<file path="config.mk">
export PLATFORM = sky130hd
export DESIGN_NAME = rr_packet_arbiter
export DESIGN_NICKNAME = d
export VERILOG_FILES = /design/src/rtl/rr_packet_arbiter.sv
export SDC_FILE = /design/constraint.sdc
export NUM_CORES = 1
export LEC_CHECK = 0
export CAP_MARGIN = 10
export CORE_MARGIN = 2
export CORE_UTILIZATION = 44
export DETAILED_ROUTE_END_ITERATION = 8
export PLACE_DENSITY = 0.88
export RECOVER_POWER = 100
export SLEW_MARGIN = 5
export SYNTH_ARGS = -nofsm -noshare
export SYNTH_HDL_FRONTEND = slang
export SYNTH_SLANG_ARGS = --single-unit
</file>
<file path="constraint.sdc">
create_clock -name clk -period 8.9 [get_ports clk]
set_input_delay 1.335 -clock clk [delete_from_list [all_inputs] [get_ports clk]]
set_output_delay 1.335 -clock clk [all_outputs]
set_load 0.02 [all_outputs]
</file>
<file path="src/rtl/rr_packet_arbiter.sv">
// ---------------------------------------------------------------------------
// rr_packet_arbiter
//
// Output-port arbiter for one NoC switch output. PORTS_NUM neighbour receivers
// plus the local receiver (REQ_NUM = PORTS_NUM+1 requesters, at most 16)
// compete for a single downstream FIFO. Selection is round-robin, and the
// winner keeps the output locked until its last flit (flit bit ADDR_SIZE set)
// has been written.
//
// Flit layout (BUS_SIZE bits): [BUS_SIZE-1 : ADDR_SIZE+1] payload,
// [ADDR_SIZE] last-flit flag, [ADDR_SIZE-1:0] address.
//
// Ports:
//   clk       - clock, all state on the rising edge
//   a_rst     - asynchronous, active-low reset
//   req       - per-port flit valid, bit i = port i presents a flit
//   data_i    - flat flit bus, port i at [i*BUS_SIZE +: BUS_SIZE]
//   is_full   - downstream FIFO full; no write is issued while high
//   grant     - registered one-hot pulse: that port's flit was taken
//   wr_req    - registered FIFO write strobe, coincident with grant
//   data_o    - registered flit to the FIFO, holds its value between writes
//   busy      - a port currently owns the output
//   cur_port  - index of the owning port, meaningful while busy=1
//   wdog_evt  - (ARB_WATCHDOG_EN only) one-cycle pulse when a stalled
//               packet lock is released by the watchdog
//
// Build option: define ARB_WATCHDOG_EN to add the stall watchdog. Without it
// a lock waits indefinitely for the owning port.
//
// Timing: IDLE arbitrates in one cycle, XFER accepts a flit, HOLD gives the
// requester one cycle to advance its flit so the same flit is never accepted
// twice. Peak rate is one flit every two cycles.
// ---------------------------------------------------------------------------
module rr_packet_arbiter #(
    parameter int DATA_SIZE   = 32,
    parameter int ADDR_SIZE   = 4,
    parameter int PORTS_NUM   = 4,
    parameter int BUS_SIZE    = DATA_SIZE + ADDR_SIZE + 1,
    parameter int WDOG_CYCLES = 64
) (
    input  logic                              clk,
    input  logic                              a_rst,
    input  logic [PORTS_NUM:0]                req,
    input  logic [(PORTS_NUM+1)*BUS_SIZE-1:0] data_i,
    input  logic                              is_full,
    output logic [PORTS_NUM:0]                grant,
    output logic                              wr_req,
    output logic [BUS_SIZE-1:0]               data_o,
    output logic                              busy,
`ifdef ARB_WATCHDOG_EN
    output logic                              wdog_evt,
`endif
    output logic [3:0]                        cur_port
);

    localparam int REQ_NUM = PORTS_NUM + 1;

    typedef enum logic [1:0] {
        ST_IDLE = 2'd0,
        ST_XFER = 2'd1,
        ST_HOLD = 2'd2
    } state_t;

    // Configurations outside the supported range (more than 16 requesters,
    // watchdog limit below 2) land here; the block is intentionally empty so
    // a misconfiguration shows up as this named scope in the elaborated tree.
    if (REQ_NUM > 16 || WDOG_CYCLES < 2) begin : g_unsupported_config
    end

    // -----------------------------------------------------------------------
    // Requests and flit slices widened to 16 entries so that the 4-bit port
    // index addresses them without width adaptation; unused entries read 0.
    // -----------------------------------------------------------------------
    logic [15:0]         req_ext;
    logic [BUS_SIZE-1:0] slice_arr [16];

    for (genvar gi = 0; gi < 16; gi++) begin : g_slice
        if (gi < REQ_NUM) begin : g_used
            assign req_ext[gi]   = req[gi];
            assign slice_arr[gi] = data_i[gi*BUS_SIZE +: BUS_SIZE];
        end else begin : g_unused
            assign req_ext[gi]   = 1'b0;
            assign slice_arr[gi] = '0;
        end
    end

    // -----------------------------------------------------------------------
    // State
    // -----------------------------------------------------------------------
    state_t              state_q,    state_d;
    logic [3:0]          ptr_q,      ptr_d;
    logic [3:0]          cur_port_q, cur_port_d;
    logic                busy_q,     busy_d;
    logic [REQ_NUM-1:0]  grant_q,    grant_d;
    logic                wr_req_q,   wr_req_d;
    logic [BUS_SIZE-1:0] data_o_q,   data_o_d;

`ifdef ARB_WATCHDOG_EN
    localparam int WDOG_W = $clog2(WDOG_CYCLES + 1);

    logic [WDOG_W-1:0]   wdog_cnt_q, wdog_cnt_d;
    logic                wdog_evt_q, wdog_evt_d;
`endif

    // -----------------------------------------------------------------------
    // Round-robin search: first requester after ptr_q, wrapping modulo
    // REQ_NUM. ptr_q itself is checked last, so the previous owner has the
    // lowest priority in the next round.
    // -----------------------------------------------------------------------
    logic       win_found;
    logic [3:0] win_idx;

    always_comb begin
        int cand;
        cand      = 0;
        win_found = 1'b0;
        win_idx   = ptr_q;
        for (int k = 1; k <= REQ_NUM; k++) begin
            cand = int'(ptr_q) + k;
            if (cand >= REQ_NUM) begin
                cand = cand - REQ_NUM;
            end
            if (!win_found && req_ext[cand[3:0]]) begin
                win_found = 1'b1;
                win_idx   = cand[3:0];
            end
        end
    end

    // One-hot decode of the owning port, trimmed to the requester count.
    logic [15:0] owner_onehot;
    assign owner_onehot = 16'd1 << cur_port_q;

    // -----------------------------------------------------------------------
    // Next-state logic
    // -----------------------------------------------------------------------
    always_comb begin
        state_d    = state_q;
        ptr_d      = ptr_q;
        cur_port_d = cur_port_q;
        busy_d     = busy_q;
        grant_d    = '0;
        wr_req_d   = 1'b0;
        data_o_d   = data_o_q;
`ifdef ARB_WATCHDOG_EN
        // Any path that does not explicitly keep or advance the counter
        // clears it, which covers transfers and every state change.
        wdog_cnt_d = '0;
        wdog_evt_d = 1'b0;
`endif

        case (state_q)
            ST_IDLE: begin
                // win_found implies at least one request is pending.
                if (!is_full && win_found) begin
                    cur_port_d = win_idx;
                    busy_d     = 1'b1;
                    state_d    = ST_XFER;
                end
            end

            ST_XFER: begin
                // The lock is held regardless of other requesters; only the
                // owner's request is considered here.
                if (req_ext[cur_port_q] && !is_full) begin
                    grant_d  = owner_onehot[REQ_NUM-1:0];
                    wr_req_d = 1'b1;
                    data_o_d = slice_arr[cur_port_q];
                    state_d  = ST_HOLD;
                end
`ifdef ARB_WATCHDOG_EN
                else if (!req_ext[cur_port_q] && !is_full) begin
                    // Owner went silent while the FIFO could accept data.
                    if (wdog_cnt_q == WDOG_W'(WDOG_CYCLES - 1)) begin
                        ptr_d      = cur_port_q;
                        busy_d     = 1'b0;
                        wdog_evt_d = 1'b1;
                        state_d    = ST_IDLE;
                    end else begin
                        wdog_cnt_d = wdog_cnt_q + 1'b1;
                    end
                end else begin
                    // FIFO back-pressure: neither a stall nor a transfer,
                    // so the count is frozen.
                    wdog_cnt_d = wdog_cnt_q;
                end
`endif
            end

            ST_HOLD: begin
                // data_o_q is the flit written on the previous edge, so its
                // last-flit flag decides whether the lock is released.
                if (data_o_q[ADDR_SIZE]) begin
                    ptr_d   = cur_port_q;
                    busy_d  = 1'b0;
                    state_d = ST_IDLE;
                end else begin
                    state_d = ST_XFER;
                end
            end

            default: begin
                state_d = ST_IDLE;
                busy_d  = 1'b0;
            end
        endcase
    end

    // -----------------------------------------------------------------------
    // Registers
    // -----------------------------------------------------------------------
    always_ff @(posedge clk or negedge a_rst) begin
        if (!a_rst) begin
            state_q    <= ST_IDLE;
            ptr_q      <= 4'(PORTS_NUM);
            cur_port_q <= '0;
            busy_q     <= 1'b0;
            grant_q    <= '0;
            wr_req_q   <= 1'b0;
            data_o_q   <= '0;
`ifdef ARB_WATCHDOG_EN
            wdog_cnt_q <= '0;
            wdog_evt_q <= 1'b0;
`endif
        end else begin
            state_q    <= state_d;
            ptr_q      <= ptr_d;
            cur_port_q <= cur_port_d;
            busy_q     <= busy_d;
            grant_q    <= grant_d;
            wr_req_q   <= wr_req_d;
            data_o_q   <= data_o_d;
`ifdef ARB_WATCHDOG_EN
            wdog_cnt_q <= wdog_cnt_d;
            wdog_evt_q <= wdog_evt_d;
`endif
        end
    end

    assign grant    = grant_q;
    assign wr_req   = wr_req_q;
    assign data_o   = data_o_q;
    assign busy     = busy_q;
    assign cur_port = cur_port_q;
`ifdef ARB_WATCHDOG_EN
    assign wdog_evt = wdog_evt_q;
`endif

endmodule

</file>
* Word level (Yosys, flattened, before mapping) *
Index checks and enable logic that the tools add are counted.

storage, ports and cells
  register bits = 54
  bits in latches = 0
  RAM bits = 0
  ROM bits = 0
  input port bits = 193
  output and inout bits = 48
  word-level logic and storage cells = 95
  memories kept = 0

cells by class
  $add $sub $neg = 10
  multiply operators = 0
  divide/modulo/power cells = 0
  order comparisons = 12
  equality and inequality tests = 5
  shift-type cells = 1
  multiplexer cells = 41
  bitwise logic cells = 2
  reductions and logical operators = 17

operators by type and width
  cell                 number
  $bmux 37 s4          1
  $mux 37              2
  $mux 4               10
  $lt 4x5->1 const B   6
  $ge 5x3->1 const B   5
  $bmux 1 s4           6
  $sub 4x3->4 const B  5
  $mux 1               16
  $add 4x2->5 const B  2
  $add 4x3->5 const B  2
  $mux 5               2
  $reduce_and 2->1     4
  $logic_and 1x1->1    6
  $ne 2x2->1 const B   3
  $pmux 2 s3           1
  $add 4x1->5 const B  1
  $ge 5x5->1 const B   1
  $logic_not 1->1      5
  $not 4->5            1
  $shl 1x4->5 const A  1
  $mux 2               2
  $pmux 1 s3           1
  $reduce_and 3->1     1
  $eq 2x1->1 const B   1
  3 further kinds      3

* Logic depth before layout (Yosys ltp) *
Gate-level depths: netlist (run 1).

  depth in word-level cells = 21
  mapped depth = 14
  depth with buffers taken out = 11

* Worst setup path after synthesis (run 1) *
OpenSTA, ideal clock, no wires.

  path type = register to register
  start = register ptr_q[0]
  end = register cur_port_q[2], in the netlist cur_port[2]
  library setup time = 0.122 ns
  arrival = 3.087 ns
  data required time = 8.778 ns
  slack = 5.692 ns
  stages on the path, launching flop included = 14
  path buffers = 3
  clock period less this slack = 3.208 ns
  cells stage by stage = dfrtp_1 -> buf_6 -> inv_1 -> clkbuf_1 -> ha_1 -> buf_1 -> o21ai_1 -> and4_1 -> o211a_1 -> o31ai_1 -> a21oi_1 -> a211o_1 -> a31o_1 -> a32o_1

on the way
  word-level cells in the longest chain between the ends = 20
  elaborated cells on any way between the ends = 50
  those cells by class = add/sub (10); order compare (5); mux (25); reduce/logical (10)

ends and longest elaborated chain
  item                                              line      text
  from (decl)                                       91        logic [3:0] ptr_q, ptr_d;
  from (signal assigned)                            215       ptr_q <= 4'(PORTS_NUM);
  from (signal assigned)                            227       ptr_q <= ptr_d;
  $add 4x1->5                                       119       cand = int'(ptr_q) + k;
  $sub 4x3->4 / $ge 5x3->1 (equally long branches)  121, 120
  $mux 4                                            120       if (cand >= REQ_NUM) begin
  $bmux 1 s4                                        123       if (!win_found && req_ext[cand[3:0]]) begin
  $mux 1 (implied by the code)                      123
  $mux 1                                            123
  $logic_not 1->1                                   123
  $logic_and 1x1->1                                 123
  (+4 left out)                                     --
  $logic_not 1->1                                   123
  $logic_and 1x1->1                                 123
  $mux 1                                            123
  $logic_not 1->1                                   123
  $logic_and 1x1->1                                 123
  $mux 1                                            123
  $logic_and 1x1->1                                 155       if (!is_full && win_found) begin
  $reduce_and 2->1 (no line)                        --
  to (signal assigned)                              228       cur_port_q <= cur_port_d;
  to (decl)                                         92        logic [3:0] cur_port_q, cur_port_d;

Parallel ways exist; a longest one is shown, timed or not. The select of a mux whose other input is x is not followed.
A chain may end at the register's enable or synchronous reset.

* Worst setup path in the final report (run 1) *
  start = register ptr_q[0]
  end = register state_q[0]

on the way
  word-level cells in the longest chain between the ends = 21
  elaborated cells on any way between the ends = 46
  those cells by class = add/sub (10); order compare (5); eq/ne (1); mux (20); reduce/logical (10)

ends and longest elaborated chain
  item                                              line      text
  $add 4x1->5                                       119
  $sub 4x3->4 / $ge 5x3->1 (equally long branches)  121, 120
  $mux 4                                            120
  $bmux 1 s4                                        123
  $mux 1 (implied by the code)                      123
  $mux 1                                            123
  $logic_not 1->1                                   123
  $logic_and 1x1->1                                 123
  (+5 left out)                                     --
  $logic_and 1x1->1                                 123
  $mux 1                                            123
  $logic_not 1->1                                   123
  $logic_and 1x1->1                                 123
  $mux 1 *                                          123
  $logic_and 1x1->1 *                               155
  $ne 2x2->1 (no line) *                            --
  $reduce_and 2->1 (no line) *                      --
  to (signal assigned)                              226       state_q <= state_d;
  to (decl)                                         90        state_t state_q, state_d;

Mark *: on every way between the ends. The rest lies on a longest branch, timed or not. The select of a mux whose other input is x is not followed.

==> results of run 1 <==
[power breakdown]
group	switching [mW]	internal, mW	total (mW)
Clock	0.0821	0.0844	0.167
Combinational	0.949	0.794	1.74
Sequential	0.123	0.345	0.468
[metrics by stage]
stage               worst slack, ps  util (%)  std cells
floorplan                      5692         -        474
global placement               5125     69.37        820
detailed placement             5106     69.37        820
CTS                            5093     70.46        828
global route                   2886     70.04        828
finish                         3508     70.04        828
[cells by family after synthesis]
| group | after synthesis |
|---|---|
| flops | 54 |
| compound gates | 173 |
| mux | 49 |
| xor+xnor | 13 |
| buf+inv | 51 |
| fa+ha+maj | 15 |
| simple gates | 119 |
[worst max-delay path by stage]
stage                     startpoint           to  slack, ps
after CTS                   ptr_q[0]  cur_port[2]       5090
after global placement      ptr_q[0]  cur_port[2]       5120
after detailed placement    ptr_q[0]  cur_port[2]       5110
final                       ptr_q[0]   state_q[0]       3510
after global routing        ptr_q[0]   state_q[0]       2890
after floorplan             ptr_q[0]  cur_port[2]       5690
[final cells by class]
| type | count | area [um^2] |
|---|---|---|
| fill | 769 | 3093 |
| timing repair buffer | 246 | 2424 |
| tap | 136 | 170.2 |
| clock buffer | 5 | 68.82 |
| multi-input combinational | 369 | 3114 |
| sequential | 54 | 1354 |
| clock inverter | 3 | 43.79 |
| inverter | 15 | 56.30 |
[routing by layer]
| metal | GRT usage (%) | wire [um] | up-vias |
|---|---|---|---|
| met5 | 0 | 0 | - |
| met4 | 11.36 | 561 | 0 |
| met3 | 4.782 | 1179 | 34 |
| met2 | 51.85 | 9150 | 241 |
| met1 | 35.81 | 6256 | 2348 |
| li1 | - | - | 2271 |
[layout by cell type, fill, tap and decap left out, drive strengths merged, types with 5 or more instances in the layout]
master,Yosys,routed
dfrtp,53,53
inv,15,16
nand3,12,12
xnor2,10,10
nand2b,5,5
nor2,17,17
mux2i,8,8
and3,5,5
nand2,49,49
o211ai,5,5
nor3,7,7
dlygate4sd3,0,48
clkbuf,24,10
a31oi,5,5
clkdlybuf4s50,0,191
ha,15,15
mux4,38,38
o21ai,55,55
a22oi,40,40
a21oi,23,23
[tightest hold or removal path: cells and delay by family, from the launching register on]
kind	cells	cell delay, ps
DFF	1	350
and+or+nand+nor	1	40
AOI/OAI and AO/OA	1	60
[state kept, by name, indices dropped and copies added, names as in the netlist]
register,count
grant,5
busy,1
state_q,2
cur_port,4
wr_req,1
ptr_q,4
data_o,37
==> qor.yml, run 1 <==
placement:
  place.gp.congestion: 1.017
  place_area_um2: 7162
  portBuffers: 240
  place.detailed.hpwl_mm: 13.89
clocking:
  cts_setup_buffers: 0
  clk_latency_ps: 310
  cts_tree: "yes"
  clk_pin_slew_ps: 100
  ctsResizeCount: 0
  cts_sinks: 54
  cts_buffer_depth: 2
  cts_hold_buf: 0
  cts_max_level: 2
  numCtsBuffers: 5
  cts_root_buf: "clkbuf_8"
timing:
  hold_viol_final: 0
  drv_slew: 264
  finalCritPeriodShare_pct: 60.58
  setup_violations: 0
  max_slew_margin_pct: -106.3
  worst_pin_slew_ps: 3094
  rsz0062_at_grt: "false"
  max_freq_mhz: 185.5
  fin_skew_ps: 5.814
  period_minus_slack_ps: 5392
  tns_ps: 0
  holdWs_ps: 486.3
worst_hold_path:
  hp-class: "reg2reg"
  holdPathEnd: "data_o[10]"
  min-delay-start: "data_o[10]"
  hold_depth: 2
logic_synthesis:
  synth-simple-area-share_pct: 12.60
  ys_seq_area_share_pct: 28.79
  ys.flop_type: "dfrtp_1"
  post-synth-top-count-cell: "dfrtp_1"
  yosys-mux-area-fraction_pct: 20.64
  synth_top_family_by_area: "compound AO/OA/AOI/OAI gates"
  synth-seq-cells: 54
  syn_nets: 682
  yosysWarnings: 0
  synth-compound-area-share_pct: 26.02
  synthCells: 474
  synth_xor_area_share_pct: 3.382
  async_flop_share_pct: 100.0
  yosysTopAreaCell: "dfrtp_1"
  synth_top_area_share_pct: 28.23
  synthAdderAreaFrac_pct: 3.995
  synth_area_leaders: "dfrtp_1 (28%), mux4_2 (18%), a22oi_1 (6.4%)"
  synth.avg_cell_area_um2: 9.912
  netlist_area_um2: 4698
  synth-edff-count: 0
  synth_cell_types: 71
  synth_top_cells_by_count: "dfrtp_1 (53), nand2_1 (49), o21ai_0 (49)"
setup_path:
  crit_path_start_kind: "register"
  end_kind: "register"
  crit_type: "reg2reg"
  arrival_ps: 5530
  critPathMaxStageDelay_ps: 1020
  critPathTopFamily: "compound AO/OA/AOI/OAI gates"
  worstPathMaxFanout: 31
  cp.depth: 11
  crit_buf_inv: 2
  r2r-start: "ptr_q[0]"
  cp_slowest_cell: "clkbuf_1"
  crit_chain: "clkbuf_1 -> inv_1 -> ha_1 -> nand2b_1 -> nor2_1 -> a31oi_1 -> a211oi_1 -> o31ai_1 -> a21oi_1 -> o41ai_1 -> o21ai_0"
  r2r_slack_ps: 3510
  cp.required_ps: 9040
  rr_worst_depth: 11
  r2r_end: "state_q[0]"
route:
  dr.first_iter.drc_count: 357
  firstDrtPassIters: 5
  wire_per_inst_um: 20.71
  wirelength_mm: 17.15
  dr_total_vias: 4894
  vias_per_cell: 5.911
  ant_nets: 0
  drc: 0
cells_and_area:
  drive_above_1_share_pct: 11.13
  final_area_um2: 7231
  area.growth.synth_to_final_pct: 53.90
  antenna_cells: 0
  fin_nets: 899
status:
  status: "finished with violations"
  violations: "max-capacitance violations, max-slew violations"
die:
  start_util_pct: 45.51
  die_x_um: 107.3
  die_h_um: 107.3
  num_io_pins: 241
  dieArea_um2: 11520
  rows: 37
  core_um2: 10320
power_and_ir_drop:
  ir_drop_v: 0.0001582
  leakage_nw: 2.993
  power.total_mw: 2.378
  p_per_area_nw_per_um2: 328.8
global_routing:
  grt_pass1_vias: 4913
  grt_max_degree: 80
  overflow: 0
  antenna_found_initial: 0
  grt_usage_pct: 29.32
  grt_pass1_wl_mm: 26.01
flow_run:
  cap_viol_max_count: 5
Power figures use the tool's default switching activity.
==> run 2, diff against run 1 <==
--- a/config.mk
+++ b/config.mk
@@ -7,9 +7,9 @@
 export LEC_CHECK = 0
 export CAP_MARGIN = 10
 export CORE_MARGIN = 2
-export CORE_UTILIZATION = 44
+export CORE_UTILIZATION = 41
 export DETAILED_ROUTE_END_ITERATION = 8
-export PLACE_DENSITY = 0.88
+export PLACE_DENSITY = 0.82
 export RECOVER_POWER = 100
 export SLEW_MARGIN = 5
 export SYNTH_ARGS = -nofsm -noshare
==> constraint.sdc (replaced) <==
create_clock -name clk -period 5.2 [get_ports clk]
set_input_delay 0.78 -clock clk [delete_from_list [all_inputs] [get_ports clk]]
set_output_delay 0.78 -clock clk [all_outputs]
set_load 0.02 [all_outputs]
==> run 2 against run 1 <==
Effect of this change: via count is 2.0% higher; clock skew rose by 1.4 ps; critical path depth shrank 5; first-iteration DRC count rose by 27%; design area is 1.3% higher; the run still ends with max-capacitance violations, max-slew violations left; worst hold slack worse by 8.8 ps.
==> qor.yml, run 2 (synthesized netlist as in run 1, its figures left out) <==
status:
  status: "finished with violations"  # unchanged
  violations: "max-capacitance violations, max-slew violations"  # unchanged
flow_run:
  cap_viol_max_count: 3  # was 5
cells_and_area:
  multi_input_area_um2: 3117  # was 3114 um^2
  largest_reg_flops: 37  # unchanged
  area.growth.synth_to_final_pct: 55.95  # was 53.90%
  final_cell_mix: "clkdlybuf4s50_1 (191), dfrtp_1 (52), o21ai_0 (50)"  # unchanged
  fin_nets: 900  # was 899
  mostFrequentLayoutCell: "clkdlybuf4s50_1"  # unchanged
  drive_above_1_share_pct: 11.69  # was 11.13%
  num-fill-cells: 933  # was 769
  seqCellArea_um2: 1354  # unchanged
worst_hold_path:
  hold_depth: 2  # unchanged
  min-delay-start: "data_o[25]"  # was data_o[10]
  holdPathEnd: "data_o[25]"  # was data_o[10]
  hp-class: "reg2reg"  # unchanged
power_and_ir_drop:
  p_per_area_nw_per_um2: 568.5  # was 328.8 nW/um^2
  leakage_nw: 3.030  # was 2.993 nW
  power.total_mw: 4.165  # was 2.378 mW
  ir_drop_v: 0.0004199  # was 0.0001582 V
timing:
  finalCritPeriodShare_pct: 82.16  # was 60.58%
  hold_viol_final: 0  # unchanged
  max_freq_mhz: 234.1  # was 185.5 MHz
  rsz0062_at_grt: "false"  # unchanged
  max_slew_margin_pct: -95.34  # was -106.3%
  fin_skew_ps: 7.221  # was 5.814 ps
  setup_violations: 0  # unchanged
  drv_slew: 143  # was 264
  worst_pin_slew_ps: 2930  # was 3094 ps
  period_minus_slack_ps: 4272  # was 5392 ps
  tns_ps: 0  # unchanged
global_routing:
  overflow: 0  # unchanged
  grt_max_degree: 55  # was 80
  antenna_found_initial: 0  # unchanged
  grt_pass1_vias: 5145  # was 4913
  grt_pass1_wl_mm: 28.36  # was 26.01 mm
  grt_usage_pct: 29.23  # was 29.32%
setup_path:
  end_kind: "register"  # unchanged
  critPathMaxStageDelay_ps: 1680  # was 1020 ps
  arrival_ps: 4470  # was 5530 ps
  crit_type: "reg2reg"  # unchanged
  cp.required_ps: 5400  # was 9040 ps
  r2r_slack_ps: 930  # was 3510 ps
  r2r-start: "cur_port[1]"  # was ptr_q[0]
  critPathTopFamily: "flip-flops"  # was compound AO/OA/AOI/OAI gates
  cp_slowest_cell: "dfrtp_1"  # was clkbuf_1
  worstPathMaxFanout: 46  # was 31
  cp.depth: 6  # was 11
  r2r_end: "data_o[34]"  # was state_q[0]
  crit_chain: "mux4_2 -> a22oi_1 -> nor4_1 -> nand2_1 -> buf_4 -> o31ai_1"  # was clkbuf_1 -> inv_1 -> ha_1 -> nand2b_1 -> nor2_1 -> a31oi_1 -> a211oi_1 -> o31ai_1 -> a21oi_1 -> o41ai_1 -> o21ai_0
  rr_worst_depth: 6  # was 11
  crit_path_start_kind: "register"  # unchanged
  crit_buf_inv: 1  # was 2
clocking:
  cts_max_level: 2  # unchanged
  cts_setup_buffers: 0  # unchanged
  ctsResizeCount: 0  # unchanged
  cts_hold_buf: 0  # unchanged
  cts_root_buf: "clkbuf_16"  # was clkbuf_8
  clk_latency_ps: 290  # was 310 ps
  cts_tree: "yes"  # unchanged
  clk_pin_slew_ps: 80  # was 100 ps
  numCtsBuffers: 5  # unchanged
  cts_buffer_depth: 2  # unchanged
  cts_sinks: 54  # unchanged
route:
  dr.first_iter.drc_count: 455  # was 357
  drc: 0  # unchanged
  wirelength_mm: 18.43  # was 17.15 mm
  vias_per_cell: 5.957  # was 5.911
  dr_total_vias: 4992  # was 4894
  firstDrtPassIters: 5  # unchanged
  ant_nets: 0  # unchanged
  wire_per_inst_um: 21.99  # was 20.71 um
placement:
  place.gp.congestion: 0.9460  # was 1.017
  portBuffers: 240  # unchanged
  place.detailed.hpwl_mm: 14.61  # was 13.89 mm
die:
  rows: 39  # was 37
  die_h_um: 111.0  # was 107.3 um
  start_util_pct: 41.50  # was 45.51%
  die_x_um: 111.0  # was 107.3 um
  num_io_pins: 241  # unchanged
  core_um2: 11320  # was 10320 um^2
  dieArea_um2: 12330  # was 11520 um^2
[run 2: cell count changes in the layout (fill, tap and decap cells not counted), moves of 2 or more]
cell       change
clkbuf_1       -3
clkbuf_16      +5
clkbuf_8       -5
diode_2        +2
buf_4          +4
[run 2: layout make-up]
cell class | instances | area share [%]
inverters | 15 | 0.7684
repair buffers | 247 | 33.33
well taps | 143 | 2.442
clock inverters | 3 | 0.6660
clock buffers | 5 | 1.708
diodes | 2 | 0.06831
flip-flops and latches | 54 | 18.48
multi-input cells | 369 | 42.54
[run 2: worst register-to-register path: stages (launching register included)]
cell	delay [ps]
dfrtp_1	1680
mux4_2	490
a22oi_1	100
nor4_1	400
nand2_1	700
buf_4	530
o31ai_1	280
[run 2: stage by stage]
step	utilization (%)	instances	cell area, um^2	setup slack, ps	hold WS, ps
finish	64.72	838	7327	927.7	477.4
floorplan	-	474	4698	1992	484.4
detailed placement	63.41	828	7178	1395	470.9
global placement	63.41	828	7178	1417	463.2
global route	64.68	836	7322	606.7	507.3
CTS	64.94	836	7352	1357	487.7
[run 2: power breakdown]
| group | switching [mW] | internal, mW |
|---|---|---|
| logic | 1.63 | 1.35 |
| registers | 0.202 | 0.589 |
| clock network | 0.166 | 0.231 |
| total | 1.99 | 2.17 |
[run 2: worst max path at each step]
stage | start | end
final | cur_port[1] | data_o[34]
after global routing | cur_port[2] | data_o[0]
after CTS | ptr_q[1] | cur_port[0]
after detailed placement | ptr_q[1] | cur_port[0]
after global placement | ptr_q[1] | cur_port[2]
after floorplan | ptr_q[0] | cur_port[2]
[run 2: metal layers]
layer	global-route usage (%)	wire (um)
met3	6.342	1516
met1	37.01	6941
met5	0	0
met2	49.98	9396
met4	9.630	575
==> run 3, diff against run 2 <==
--- a/config.mk
+++ b/config.mk
@@ -7,9 +7,9 @@
 export LEC_CHECK = 0
 export CAP_MARGIN = 10
 export CORE_MARGIN = 2
-export CORE_UTILIZATION = 41
+export CORE_UTILIZATION = 37
 export DETAILED_ROUTE_END_ITERATION = 8
-export PLACE_DENSITY = 0.82
+export PLACE_DENSITY = 0.78
 export RECOVER_POWER = 100
 export SLEW_MARGIN = 5
 export SYNTH_ARGS = -nofsm -noshare
==> constraint.sdc (replaced) <==
create_clock -name clk -period 3.7 [get_ports clk]
set_input_delay 0.555 -clock clk [delete_from_list [all_inputs] [get_ports clk]]
set_output_delay 0.555 -clock clk [all_outputs]
set_load 0.02 [all_outputs]
==> run 3 against run 2 <==
Effect of this change: the run still ends with max-capacitance violations, max-slew violations left; flip-flop and latch count is the same; design area grew 1.5%; clock skew shrank 1.2 ps; clock power grew 16%; combinational power grew 47%; via count is essentially flat; sequential power grew 29%; worst setup slack lost 610 ps; largest cell class unchanged; highest routed layer unchanged.
==> qor.yml, run 3 (synthesized netlist as in run 1, its figures left out) <==
status:
  status: "finished with violations"  # unchanged
  violations: "max-capacitance violations, max-slew violations"  # unchanged
die:
  num_io_pins: 241  # unchanged
  die_h_um: 116.7  # was 111.0 um
  dieArea_um2: 13620  # was 12330 um^2
  core_um2: 12520  # was 11320 um^2
  start_util_pct: 37.53  # was 41.50%
  die_x_um: 116.7  # was 111.0 um
  rows: 41  # was 39
clocking:
  ctsResizeCount: 0  # unchanged
  cts_root_buf: "clkbuf_16"  # unchanged
  clk_pin_slew_ps: 70  # was 80 ps
  cts_sinks: 54  # unchanged
  clk_latency_ps: 290  # about the same
  numCtsBuffers: 5  # unchanged
  cts_tree: "yes"  # unchanged
  cts_max_level: 2  # unchanged
  cts_hold_buf: 0  # unchanged
  cts_buffer_depth: 2  # unchanged
  cts_setup_buffers: 0  # unchanged
cells_and_area:
  area.growth.synth_to_final_pct: 58.27  # was 55.95%
  seqCellArea_um2: 1354  # unchanged
  num-fill-cells: 1103  # was 933
  drive_above_1_share_pct: 13.33  # was 11.69%
  mostFrequentLayoutCell: "clkdlybuf4s50_1"  # unchanged
  final_cell_mix: "clkdlybuf4s50_1 (191), dfrtp_1 (52), nand2_1 (49), o21ai_0 (49), dlygate4sd3_1 (48)"  # was clkdlybuf4s50_1 (191), dfrtp_1 (52), o21ai_0 (50)
  multi_input_area_um2: 3136  # was 3117 um^2
  largest_reg_flops: 37  # unchanged
  antenna_cells: 0  # was 2
  fin_nets: 913  # was 900
power_and_ir_drop:
  leakage_nw: 3.078  # was 3.030 nW
  ir_drop_v: 0.0003277  # was 0.0004199 V
  seqPwrFrac_pct: 17.4  # was 19.0%
  p_per_area_nw_per_um2: 786.5  # was 568.5 nW/um^2
  p_int_mw: 3.045  # was 2.171 mW
  switchingPower_mw: 2.803  # was 1.994 mW
  comb_power_share_pct: 74.7  # was 71.5%
  swShare_pct: 47.93  # was 47.88%
  pwr-share-clk_pct: 7.9  # was 9.5%
flow_run:
  cap_viol_max_count: 2  # was 3
global_routing:
  antenna_found_initial: 0  # unchanged
  grt_usage_pct: 24.25  # was 29.23%
  overflow: 0  # unchanged
  grt_pass1_vias: 5059  # was 5145
  grt_max_degree: 43  # was 55
  grt_pass1_wl_mm: 25.67  # was 28.36 mm
timing:
  hold_viol_final: 0  # unchanged
  max_freq_mhz: 295.3  # was 234.1 MHz
  max_slew_margin_pct: -13.53  # was -95.34%
  holdWs_ps: 473.2  # was 477.4 ps
  setup_violations: 0  # unchanged
  drv_slew: 74  # was 143
  tns_ps: 0  # unchanged
  rsz0062_at_grt: "false"  # unchanged
  worst_pin_slew_ps: 1703  # was 2930 ps
  period_minus_slack_ps: 3387  # was 4272 ps
  fin_skew_ps: 5.998  # was 7.221 ps
  finalCritPeriodShare_pct: 91.54  # was 82.16%
worst_hold_path:
  hold_depth: 2  # unchanged
  min-delay-start: "data_o[15]"  # was data_o[25]
  holdPathEnd: "data_o[15]"  # was data_o[25]
  hp-class: "reg2reg"  # unchanged
route:
  wirelength_mm: 17.05  # was 18.43 mm
  ant_nets: 0  # unchanged
  wire_per_inst_um: 19.44  # was 21.99 um
  drc: 0  # unchanged
  dr.first_iter.drc_count: 345  # was 455
  dr_total_vias: 4989  # was 4992
  vias_per_cell: 5.689  # was 5.957
  firstDrtPassIters: 5  # unchanged
setup_path:
  r2r-start: "ptr_q[2]"  # was cur_port[1]
  rr_worst_depth: 10  # was 6
  r2r_slack_ps: 310  # was 930 ps
  cp.required_ps: 3850  # was 5400 ps
  crit_type: "reg2reg"  # unchanged
  worstPathMaxFanout: 9  # was 46
  end_kind: "register"  # unchanged
  arrival_ps: 3540  # was 4470 ps
  crit_path_start_kind: "register"  # unchanged
  r2r_end: "state_q[0]"  # was data_o[34]
placement:
  place.detailed.hpwl_mm: 13.59  # was 14.61 mm
  portBuffers: 240  # unchanged
  place.gp.congestion: 1.008  # was 0.9460
## run 3: cell count changes in the layout (fill, tap and decap cells not counted), sizes merged
cell      before  now
buf            6   16
bufinv         1    0
clkbuf         7   10
clkinvlp       1    2
diode          2    0
inv           16   15
## run 3: power by group through the flow
stage                     Sequential (mW)  Clock (mW)  Combinational, mW
final                                1.02       0.460               4.37
after global routing                 1.06       0.485               4.77
after CTS                            1.03       0.472               4.43
after detailed placement             1.05           0               4.41
after global placement               1.04           0               4.33
after floorplan                      1.23           0               2.82
## run 3: layout make-up
type	instances	area share, %
tap	172	2.894
sequential	54	18.21
inverter	15	0.7572
clock inverter	2	0.2019
clock buffer	5	1.683
timing repair buffer	260	34.09
multi-input combinational	369	42.17
## run 3: worst max-delay path by stage
stage	depth (start not counted)	slack [ps]	from	endpoint
2_1_floorplan	13	490	ptr_q[0]	cur_port[2]
3_3_place_gp	9	400	ptr_q[2]	cur_port[0]
3_5_place_dp	10	350	ptr_q[2]	state_q[0]
4_1_cts	10	320	ptr_q[2]	state_q[0]
5_1_grt	12	80	ptr_q[0]	cur_port[0]
6_report	10	310	ptr_q[2]	state_q[0]
## run 3: metrics by stage
stage	util, %	worst slack, ps	std cells	total power, mW	area [um^2]
6_report	59.41	313.1	877	5.848	7436
5_1_grt	59.41	77.55	877	6.310	7436
4_1_cts	59.64	322.2	877	5.935	7465
2_1_floorplan	-	491.7	474	4.055	4698
3_3_place_gp	58.52	404.9	870	5.361	7325
3_5_place_dp	58.52	351.4	870	5.458	7325
## run 3: metal layers
metal | vias to the layer above | part of all wire [%] | GRT usage [%]
li1 | 2306 | - | -
met1 | 2389 | 37 | 29.37
met2 | 253 | 51 | 42.97
met3 | 41 | 8.1 | 4.722
met4 | 0 | 3.8 | 8.549
met5 | - | 0 | 0
## run 3: worst max-delay path: stages (launching register included)
cell      delay [ps]
dfstp_2          650
inv_2            120
ha_1             420
a22oi_1          120
o31ai_1          280
mux2i_1          410
a21oi_1          170
o311ai_4         390
inv_2            110
o41ai_4          440
o21ai_1          140
